<file path="src/rtl/window_feeder.sv">
// Streams raster-order pixels into an NxN sliding window using N-1 line buffers.
// Define WINDOW_FEEDER_LAST_EN to add out_last, flagging the final window of each frame.
module window_feeder #(
    parameter int N          = 3,
    parameter int BitSize    = 8,
    parameter int ImageWidth = 16
) (
    input  logic                         clk,
    input  logic                         res,
    input  logic                         in_valid,
    input  logic [BitSize-1:0]           in_data,
    output logic                         in_ready,
    output logic                         out_valid,
    output logic [(N*N)*BitSize-1:0]     out_data,
    input  logic                         out_ready
`ifdef WINDOW_FEEDER_LAST_EN
    ,
    output logic                         out_last
`endif
);

    localparam int CW = (ImageWidth > 1) ? $clog2(ImageWidth) : 1;
    localparam logic [CW-1:0] LastPos = CW'(ImageWidth - 1);
    localparam logic [CW-1:0] EdgePos = CW'(N - 1);

    logic [CW-1:0]      row;
    logic [CW-1:0]      col;
    logic               accept;
    logic               complete;
    logic               col_end;
    logic               frame_end;
    logic [BitSize-1:0] win     [N][N];
    logic [BitSize-1:0] new_col [N];

    // A stalled window blocks intake so the window register cannot move under it.
    assign in_ready  = !out_valid || out_ready;
    assign accept    = in_valid && in_ready;
    assign col_end   = (col == LastPos);
    assign frame_end = col_end && (row == LastPos);
    assign complete  = (row >= EdgePos) && (col >= EdgePos);

    generate
        if (N > 1) begin : g_lines
            logic [BitSize-1:0] line_buf [N-1][ImageWidth];

            // Entry 0 holds the oldest row; each column slot ages upward on acceptance.
            always_comb begin
                for (int r = 0; r < N - 1; r++) begin
                    new_col[r] = line_buf[r][col];
                end
                new_col[N-1] = in_data;
            end

            always_ff @(posedge clk) begin
                if (accept) begin
                    for (int i = 0; i < N - 2; i++) begin
                        line_buf[i][col] <= line_buf[i+1][col];
                    end
                    line_buf[N-2][col] <= in_data;
                end
            end
        end else begin : g_no_lines
            always_comb begin
                new_col[0] = in_data;
            end
        end
    endgenerate

    always_ff @(posedge clk or posedge res) begin
        if (res) begin
            row <= '0;
            col <= '0;
        end else if (accept) begin
            if (col_end) begin
                col <= '0;
                row <= (row == LastPos) ? '0 : row + CW'(1);
            end else begin
                col <= col + CW'(1);
            end
        end
    end

    always_ff @(posedge clk or posedge res) begin
        if (res) begin
            for (int r = 0; r < N; r++) begin
                for (int c = 0; c < N; c++) begin
                    win[r][c] <= '0;
                end
            end
        end else if (accept) begin
            for (int r = 0; r < N; r++) begin
                for (int c = 0; c < N - 1; c++) begin
                    win[r][c] <= win[r][c+1];
                end
                win[r][N-1] <= new_col[r];
            end
        end
    end

    // A new window replaces a transferring one on the same edge without a gap.
    always_ff @(posedge clk or posedge res) begin
        if (res) begin
            out_valid <= 1'b0;
        end else if (accept) begin
            out_valid <= complete;
        end else if (out_ready) begin
            out_valid <= 1'b0;
        end
    end

`ifdef WINDOW_FEEDER_LAST_EN
    always_ff @(posedge clk or posedge res) begin
        if (res) begin
            out_last <= 1'b0;
        end else if (accept) begin
            out_last <= complete && frame_end;
        end else if (out_ready) begin
            out_last <= 1'b0;
        end
    end
`endif

    always_comb begin
        out_data = '0;
        for (int r = 0; r < N; r++) begin
            for (int c = 0; c < N; c++) begin
                out_data[(r*N + c)*BitSize +: BitSize] = win[r][c];
            end
        end
    end

endmodule

</file>
<file path="config.mk">
export PLATFORM = sky130hd
export DESIGN_NAME = window_feeder
export DESIGN_NICKNAME = d
export VERILOG_FILES = /design/src/rtl/window_feeder.sv
export SDC_FILE = /design/constraint.sdc
export NUM_CORES = 1
export LEC_CHECK = 0
export BUFFER_PORTS_ARGS = -buffer_cell sky130_fd_sc_hd__buf_4
export CORE_MARGIN = 2
export CORE_UTILIZATION = 60
export CTS_CLUSTER_SIZE = 8
export DETAILED_ROUTE_END_ITERATION = 10
export PLACE_DENSITY = 0.86
export SETUP_SLACK_MARGIN = 0.4
export SLEW_MARGIN = 5
export SYNTH_ARGS = -nofsm -noshare
export SYNTH_HDL_FRONTEND = slang
export SYNTH_SLANG_ARGS = --single-unit
export TNS_END_PERCENT = 100
</file>
<file path="constraint.sdc">
create_clock -name clk -period 6.2 [get_ports clk]
set_input_delay 0.62 -clock clk [delete_from_list [all_inputs] [get_ports clk]]
set_output_delay 0.62 -clock clk [all_outputs]
set_load 0.005 [all_outputs]
</file>
==> flow_summary_export.csv <==
group,metric,value,unit
status,outcome,"finished, final reports clean",
final_layout,final_area,0.01546,sq mm
cts,htree_levels,2,
yosys,synth-edff-count,256,
die,start_util,60.64,%
pwr,fin_total_pwr,0.008048,W
critical_path,cp-start-kind,"flop",
global_route,antenna_found_initial,0,
global_route,grt_pass1_wl,49.80,mm
yosys,syn-num-nets,858,
critical_path,path_cells,"buf_4 > mux2i_1 > a22oi_1 > a31oi_1 > a21oi_1",
cts,ctsResizeCount,0,
yosys,synth-seq-cells,337,
hold_path,hp-class,"input port to flop",
placed_design,place_congestion,0.8175,
drt,drc,0,
final_layout,antenna_cells,0,
yosys,yosysSeqAreaShare,74.09,%
job,drv_cap,0,
critical_path,cp_slowest_cell,"a21oi_1",
pwr,ir_drop,0.2740,mV
critical_path,cp_slowest_stage_delay,0.93,ns
drt,finalWirelength,33.04,mm
critical_path,worstSetupPathType,"flop to flop",
die,die_h,151.8,um
timing,hold_viol,0,
drt,post_drt_wl_per_cell,25.97,um
timing,min_period_over_period,57.05,%
global_route,grt_overflow,0,
cts,post_cts_buffers,0,
critical_path,arrival,3.71,ns
final_layout,fillers,1239,
global_route,grt_pass1_vias,8404,
timing,fmax,282.7,MHz
critical_path,crit_required,6.37,ns
cts,ctsRootBufferMaster,"clkbuf_16",
global_route,grt_max_degree,74,
critical_path,critPathMaxFanout,49,
cts,clock_path_buffers,3,
final_layout,nets,974,
final_layout,drive_gt1_share,20.56,%
cts,tritoncts_num_sinks,337,
yosys,yosysWarningCount,0,
global_route,grtUsageTotal,28.63,%
pwr,pwr_density_cell,520.6,mW/mm^2
die,num_io_pins,86,
final_layout,area_growth_syn_to_layout,17.91,%
placed_design,numPortBuffers,85,
cts,clkTransAtPathRegs,0.05,ns
yosys,synth_area_leaders,"edfxtp_1 (59%), dfrtp_1 (15%), mux4_2 (5.7%)",
drt,vias,8225,
yosys,synth.distinct_cells,45,
timing,fin_crit,3.537,ns
die,core_area,0.02162,sq mm
yosys,yosysTopAreaCell,"edfxtp_1",
timing,slew_headroom,21.13,%
drt,drt_iter0_markers,1113,
yosys,synth_top_area_share,58.63,%
yosys,synthFlopType,"edfxtp_1",
drt,firstDrtPassIters,5,
yosys,synthArstFlopShare,24.04,%
yosys,syn_area_per_cell,15.61,sq um
timing,finalSetupViolations,0,
pwr,p_leak,5.898,nW
die,die_w,151.8,um
timing,maxSlewViolCount,0,
cts,cts_buffers,48,
timing,finalSetupTns,0,ns
cts,cts_tree,"yes",
cts,clock_latency,0.56,ns
placed_design,dpl-instance-area,0.01407,sq mm
yosys,synthesis.area,0.01311,sq mm
timing,rsz0062_at_grt,"no",
placed_design,hpwl,18.48,mm
timing,finalClockSkew,0.02340,ns
drt,postRouteAntennaNets,0,
timing,worst_pin_slew,1.183,ns
yosys,syn_inst,840,
drt,viasPerCell,6.466,
critical_path,end_kind,"flop",
die,num_rows,54,
die,die_area,0.02305,sq mm
## path summary, 6_finish.rpt
| check | from | slack [ns] | depth (start not counted) | end |
|---|---|---|---|---|
| setup reg to reg | col[1]$_DFFE_PP0P_ | 2.66 | 5 | g_lines.line_buf[0][27]$_DFFE_PP_ |
| min in group asynchronous | res | 0.51 | 3 | out_data[1]$_DFFE_PP0P_ |
| max in group asynchronous | res | 4.42 | 4 | col[1]$_DFFE_PP0P_ |
| setup / recovery | col[1]$_DFFE_PP0P_ | 2.66 | 5 | g_lines.line_buf[0][27]$_DFFE_PP_ |
| hold reg to reg | out_data[0]$_DFFE_PP0P_ | 0.48 | 2 | out_data[0]$_DFFE_PP0P_ |
| hold / removal | in_data[0] | 0.40 | 1 | g_lines.line_buf[0][224]$_DFFE_PP_ |
## kinds of logic (layout without fill, tap and decap cells)
family	after synthesis	after routing	share of synthesized area, %
compound gates	75	75	4.132
buf+inv	50	202	1.994
fa+ha+maj	6	6	0.5726
flops	337	337	74.09
simple gates	273	273	8.512
xor+xnor	2	2	0.1336
mux	97	97	10.56
## cells in the final DEF, fill, tap and decap left out, types with 3 or more instances in the layout
cell / n
a2111oi_0: 6
dfrtp_1: 79
a221o_1: 8
a21oi_1: 13
clkbuf_16: 48
mux2i_1: 63
edfxtp_1: 256
ha_1: 6
a22oi_1: 15
nand3_1: 5
a31oi_1: 16
o2bb2ai_1: 6
nor3_1: 8
mux4_2: 33
clkbuf_1: 34
inv_1: 3
nor2_1: 39
and3_1: 9
nand2_1: 194
buf_4: 111
nand2b_1: 3
## layer usage
metal  vias to the layer above  GRT usage (%)  wire length [um]
li1                       3381              -                 -
met1                      4073          37.41             11890
met2                       642          45.90             15910
met3                       129          7.359              3833
met4                         0          13.22              1399
met5                         -              0                 0
## area by class of cell
class / instances / area, sq um / share of cell area (%)
clock buffer: 82 / 1329 / 8.595
clock inverter: 4 / 53.80 / 0.3480
inverter: 4 / 16.27 / 0.1052
multi-input combinational: 453 / 3148 / 20.36
sequential: 337 / 9719 / 62.87
tap: 280 / 350.3 / 2.266
timing repair buffer: 112 / 843.3 / 5.455
## per-stage QoR
| step | setup WS, ns | std cells | util [%] | hold WS [ns] |
|---|---|---|---|---|
| 3_3_place_gp | 3.011 | 1185 | 65.06 | 0.4585 |
| 5_1_grt | 2.544 | 1272 | 71.50 | 0.4022 |
| 6_report | 2.663 | 1272 | 71.50 | 0.3977 |
| 2_1_floorplan | 3.500 | 840 | - | 0.4682 |
| 3_5_place_dp | 2.844 | 1185 | 65.06 | 0.4696 |
| 4_1_cts | 2.762 | 1272 | 71.50 | 0.3878 |
## cells in the mapped netlist, types with 5 or more instances
master     instances
nand2_1          195
nand3_1            5
a21oi_1           13
buf_2             15
a221o_1            8
and3_1             9
dfrtp_1           81
o2bb2ai_1          6
nor2_1            40
mux2i_1           63
a31oi_1           16
buf_6              5
edfxtp_1         256
a2111oi_0          6
clkbuf_1          18
ha_1               6
a22oi_1           15
mux4_2            33
nor3_1             8
## state kept, by name, indices dropped and copies added (netlist names)
register / cells
col: 4
g_lines.line_buf: 256
out_valid: 1
row: 4
out_data: 72
## report_power, final
group / leakage (nW) / total [W] / switching [W] / internal (W)
Sequential: 3.30 / 0.00345 / 0.000332 / 0.00311
Combinational: 1.94 / 0.00221 / 0.00131 / 0.000899
Clock: 0.657 / 0.00239 / 0.000942 / 0.00145
Total: 5.90 / 0.00805 / 0.00259 / 0.00546
## critical path: cells and delay by family (launching register included)
| family | cells | cell delay [ns] |
|---|---|---|
| AO/OA/AOI/OAI | 3 | 1.41 |
| buffers and inverters | 1 | 0.76 |
| multiplexers | 1 | 0.21 |
| flip-flops | 1 | 0.74 |
## timing repair
item,CTS,global route
endpoints found under the setup margin,0,0
hold buffers,1,0
hold endpoints to repair,8,0
(Power assumes the default switching activity.)
